<file path="config.mk">
export PLATFORM = sky130hd
export DESIGN_NAME = w_sched_stream
export DESIGN_NICKNAME = d
export VERILOG_FILES = /design/src/rtl/w_sched_stream.sv
export SDC_FILE = /design/constraint.sdc
export NUM_CORES = 1
export LEC_CHECK = 0
export CAP_MARGIN = 5
export CORE_ASPECT_RATIO = 1.25
export CORE_UTILIZATION = 45
export CTS_CLUSTER_DIAMETER = 150
export DETAILED_ROUTE_END_ITERATION = 12
export DONT_BUFFER_PORTS = 1
export PLACE_DENSITY = 0.59
export SYNTH_ARGS = -nofsm -noshare
export SYNTH_HDL_FRONTEND = slang
export SYNTH_SLANG_ARGS = --single-unit
</file>
<file path="constraint.sdc">
create_clock -name clk -period 16.3 [get_ports clk]
set_input_delay 2.445 -clock clk [delete_from_list [all_inputs] [get_ports clk]]
set_output_delay 2.445 -clock clk [all_outputs]
set_load 0.1 [all_outputs]
</file>
<file path="src/rtl/w_sched_stream.sv">
`default_nettype none
// ============================================================================
// Module   : w_sched_stream
// Brief    : SHA-2 message-schedule generator. Accepts one 16-word block on a
//            valid/ready input and streams W[0..ROUNDS-1] on a valid/ready
//            output, one word per accepted beat. 32-bit words cover
//            SHA-224/256, 64-bit words cover SHA-384/512.
// Revision : 1.0 - initial release
// ============================================================================
module w_sched_stream #(
  parameter int WORDSIZE = 32,
  parameter int ROUNDS   = 64,
  parameter int IDXW     = $clog2(ROUNDS)
) (
  input  logic                     clk,
  input  logic                     rst,
  input  logic [16*WORDSIZE-1:0]   blk_data,
  input  logic                     blk_valid,
  output logic                     blk_ready,
  output logic [WORDSIZE-1:0]      w_out,
  output logic                     w_valid,
  input  logic                     w_ready,
  output logic [IDXW-1:0]          w_idx,
  output logic                     w_last,
  output logic                     busy
);

  localparam logic [IDXW-1:0] c_LAST    = IDXW'(ROUNDS - 1);
  localparam logic [IDXW-1:0] c_PRELAST = IDXW'(ROUNDS - 2);

  typedef enum logic [0:0] {
    ST_IDLE = 1'b0,
    ST_RUN  = 1'b1
  } state_t;

  state_t              r_state;
  logic [WORDSIZE-1:0] r_stack [16];   // slot 0 = oldest word (current W[t])
  logic [IDXW-1:0]     r_idx;
  logic                r_blk_ready;
  logic                r_w_valid;
  logic                r_w_last;
  logic                r_busy;

  logic [WORDSIZE-1:0] w_sig0_in;
  logic [WORDSIZE-1:0] w_sig1_in;
  logic [WORDSIZE-1:0] w_sig0;
  logic [WORDSIZE-1:0] w_sig1;
  logic [WORDSIZE-1:0] w_next;

  // Parameter legality: only the two standard SHA-2 word/round pairings exist.
  if (!((WORDSIZE == 32 && ROUNDS == 64) || (WORDSIZE == 64 && ROUNDS == 80))) begin : g_bad_param
    $error("w_sched_stream: WORDSIZE/ROUNDS must be 32/64 or 64/80");
  end

  // W[t-15] sits in slot 1 and W[t-2] in slot 14 when slot 0 holds W[t-16].
  assign w_sig0_in = r_stack[1];
  assign w_sig1_in = r_stack[14];

  // Small sigma functions for the selected word size.
  if (WORDSIZE == 32) begin : g_sig32
    assign w_sig0 = {w_sig0_in[6:0],  w_sig0_in[31:7]}
                  ^ {w_sig0_in[17:0], w_sig0_in[31:18]}
                  ^ (w_sig0_in >> 3);
    assign w_sig1 = {w_sig1_in[16:0], w_sig1_in[31:17]}
                  ^ {w_sig1_in[18:0], w_sig1_in[31:19]}
                  ^ (w_sig1_in >> 10);
  end else begin : g_sig64
    assign w_sig0 = {w_sig0_in[0],    w_sig0_in[63:1]}
                  ^ {w_sig0_in[7:0],  w_sig0_in[63:8]}
                  ^ (w_sig0_in >> 7);
    assign w_sig1 = {w_sig1_in[18:0], w_sig1_in[63:19]}
                  ^ {w_sig1_in[60:0], w_sig1_in[63:61]}
                  ^ (w_sig1_in >> 6);
  end

  // Next schedule word; additions wrap modulo 2^WORDSIZE by width.
  assign w_next = w_sig1 + r_stack[9] + w_sig0 + r_stack[0];

  // Control FSM, word stack and registered handshake outputs.
  always_ff @(posedge clk) begin
    if (rst) begin
      r_state     <= ST_IDLE;
      r_idx       <= '0;
      r_blk_ready <= 1'b1;
      r_w_valid   <= 1'b0;
      r_w_last    <= 1'b0;
      r_busy      <= 1'b0;
      for (int k = 0; k < 16; k++) begin
        r_stack[k] <= '0;
      end
    end else begin
      case (r_state)
        ST_IDLE: begin
          if (blk_valid) begin
            for (int k = 0; k < 16; k++) begin
              r_stack[k] <= blk_data[(16-k)*WORDSIZE-1 -: WORDSIZE];
            end
            r_idx       <= '0;
            r_state     <= ST_RUN;
            r_blk_ready <= 1'b0;
            r_w_valid   <= 1'b1;
            r_w_last    <= 1'b0;
            r_busy      <= 1'b1;
          end
        end
        ST_RUN: begin
          if (w_ready) begin
            if (r_idx == c_LAST) begin
              // Final word consumed: stack left as-is, always spend one IDLE cycle.
              r_idx       <= '0;
              r_state     <= ST_IDLE;
              r_blk_ready <= 1'b1;
              r_w_valid   <= 1'b0;
              r_w_last    <= 1'b0;
              r_busy      <= 1'b0;
            end else begin
              for (int k = 0; k < 15; k++) begin
                r_stack[k] <= r_stack[k+1];
              end
              r_stack[15] <= w_next;
              r_idx       <= r_idx + IDXW'(1);
              r_w_last    <= (r_idx == c_PRELAST);
            end
          end
        end
        default: begin
          r_state <= ST_IDLE;
        end
      endcase
    end
  end

  assign blk_ready = r_blk_ready;
  assign w_out     = r_stack[0];
  assign w_valid   = r_w_valid;
  assign w_idx     = r_idx;
  assign w_last    = r_w_last;
  assign busy      = r_busy;

endmodule
`default_nettype wire
</file>
==> flow_summary.toml <==
[run_status]
status = "complete, no violations"

[drt]
ant_nets = 0
finalWirelength_mm = 76.2
first_iter_violations = 1411
routedWlPerCell_um = 29.7
via_per_inst = 5.94
vias = 15300
first_pass_iters = 5
drc = 0

[place]
dpl.hpwl_mm = 56.9
placed_area_sq_um = 26100
gp_congestion = 0.884
place_ws_ns = 10.69
dpl.cell_count = 2471
portBuffers = 0

[global_routing]
track_usage_pct = 25.8
grt.met2_usage_pct = 42.6
grt_max_degree = 206
overflow = 0
grt_pass1_vias = 15200
met1_usage_pct = 33.5
grt_pass1_wl_mm = 108
grt.met3_usage_pct = 6.82
antenna_found_initial = 4
grt-busiest-layer = "met2"

[clock_tree]
clk_pin_slew_worst_paths_ns = 0.06
post_cts_buffers = 0
cts_hold_buf = 0
numClockSinks = 522
root_buffer = "clkbuf_16"
htreeDepth = 2
ctsResizeCount = 0
ctsLongestPathBuffers = 3
clk_latency_ns = 0.61
cts_tree = "built"
cts_buffers = 53

[setup_path]
end_kind = "register"
crit_chain = "nand2_1, nor3_2, buf_4, buf_4, buf_4, a22o_1"
required_ns = 16.75
crit_type = "input pin to register"
start_kind = "input pin"
cpPeakStageDelay_ns = 0.83
cp.arrival_ns = 5.49
path_max_fanout = 91
slowest_stage = "buf_4"
critical_path.most_common_cell = "buf_4"

[synthesis]
synth.distinct_cells = 57
syn_area_sq_um = 25700
yosysSeqAreaShare_pct = 60.6
synth_top_area_share_pct = 59.8
synth.avg_cell_area_sq_um = 13.7
yosysWarnings = 0
synth-edff-count = 512
synth_flop_cell = "edfxtp_1"
yosysMostFrequentCell = "edfxtp_1"
synth_top_cell_by_area = "edfxtp_1"
synthesis.nets = 2487
synthTopCellsByCount = "512 x edfxtp_1, 456 x a22o_1, 150 x inv_1, 118 x xnor2_1, 99 x clkbuf_1"
ys_seq_elements = 522
synth_cells = 1876
yosys-top-cells-area = "edfxtp_1 60%, a22o_1 16%, fa_1 4.8%"
ys_async_sr_fraction_pct = 0

[finish]
final_area_sq_um = 27800
multi_input_comb_area_sq_um = 8810
regArea_sq_um = 15600
fillCellCount = 4815
instances_no_fill = 2571
final_util_pct = 49.5
nets = 2395
synthToLayoutAreaGrowth_pct = 8.26
drive_above_1_share_pct = 6.18

[run]
drv_cap = 0

[floorplan]
dieArea_sq_um = 58100
start_util_pct = 45.7
ios = 558
rows = 97
die_y_um = 269
fp.dieW_um = 216
coreArea_sq_um = 56200

[power_and_ir_drop]
p_leak_nw = 10.8
power_density_nw_per_um2 = 164
vdd_drop_max_mv = 0.101
total_power_mw = 4.57

[sta]
fin_tns_setup_ns = 0
hold_viol_final = 0
timing.slew.headroom_pct = 17.7
timing.final.ws_setup_ns = 11.26
fin_worst_skew_ns = 0.0379
period_minus_slack_ns = 5.04
worst_slew_pin_slew_ns = 1.24
setup-violations-final = 0
finalCritPeriodShare_pct = 30.9
whs_ns = 0.524
fmax_mhz = 198
rsz0062_at_grt = "false"
report.final.slew_viol_count = 0

[worst_hold_path]
hp-class = "register to register"
## layer usage
layer  part of all wire, %  wire, um  vias to the layer above
li1                      -         -                     6929
met1                    41     31300                     7622
met2                    49     37100                      622
met3                   7.9      6050                      102
met4                   2.4      1800                        2
met5                 0.018        14                        -
## cell usage in the layout (no fill, tap or decap), types with 6 or more instances in the layout
cell type	Yosys	final
clkinv_1	0	6
inv_1	150	150
clkbuf_16	0	53
a21oi_1	33	33
nand4_1	16	16
buf_4	33	17
fa_1	62	62
xor2_1	30	30
nor3_1	10	9
nand2_1	88	85
ha_1	33	33
clkinv_2	0	8
edfxtp_1	512	512
xnor2_1	118	118
o21bai_1	6	6
clkbuf_8	0	6
dfxtp_1	10	9
o21a_1	8	8
clkbuf_1	99	15
a22o_1	456	456
a31oi_1	7	7
o21ai_0	69	69
nor2_1	31	29
a21o_1	12	12
## sequential cells by signal, summed over array words and instances (netlist names)
register	flops
w_valid	1
blk_ready	1
w_last	1
w_idx	6
r_state	1
r_stack	512
## kinds of logic (layout without fill, tap and decap cells)
kind of cell	after synthesis	in the layout	share of synthesized area (%)
adder cells (fa/ha/maj)	95	95	6.44
buffers and inverters	317	269	5.25
AO/OA/AOI/OAI	621	621	19.6
multiplexers	3	3	0.117
other	0	1	0
XOR/XNOR	148	148	5.04
flip-flops	522	522	60.6
AND/OR/NAND/NOR	170	170	2.96
## worst max-delay path: cells and delay by family
family                 cells  cell delay [ns]
buffers and inverters      3             2.45
AOI/OAI and AO/OA          1             0.27
and+or+nand+nor            2             0.23
## final timing paths
kind,to,startpoint,slack [ns],cells after the start
worst max-delay path,r_stack[0][471]$_DFFE_PP_,w_ready,11.26,6
worst min-delay path,r_stack[0][222]$_SDFFCE_PN0P_,r_stack[0][254]$_SDFFCE_PN0P_,0.52,1
worst max register to register,r_stack[0][503]$_DFFE_PP_,r_stack[0][0]$_DFFE_PP_,11.57,14
worst min register to register,r_stack[0][222]$_SDFFCE_PN0P_,r_stack[0][254]$_SDFFCE_PN0P_,0.52,1
## cell type report
cell class	count	area share, %
Sequential cell	522	56.0
Timing Repair Buffer	20	0.675
Antenna cell	1	0.00900
Multi-Input combinational cell	1037	31.7
Tap cell	742	3.34
Clock buffer	74	5.27
Clock inverter	25	1.01
Inverter	150	2.02
## where the power goes
part / internal (mW) / switching, mW
combinational: 0.579 / 0.967
sequential: 1.64 / 0.158
clock: 0.710 / 0.518
Power figures use the tool's default switching activity.
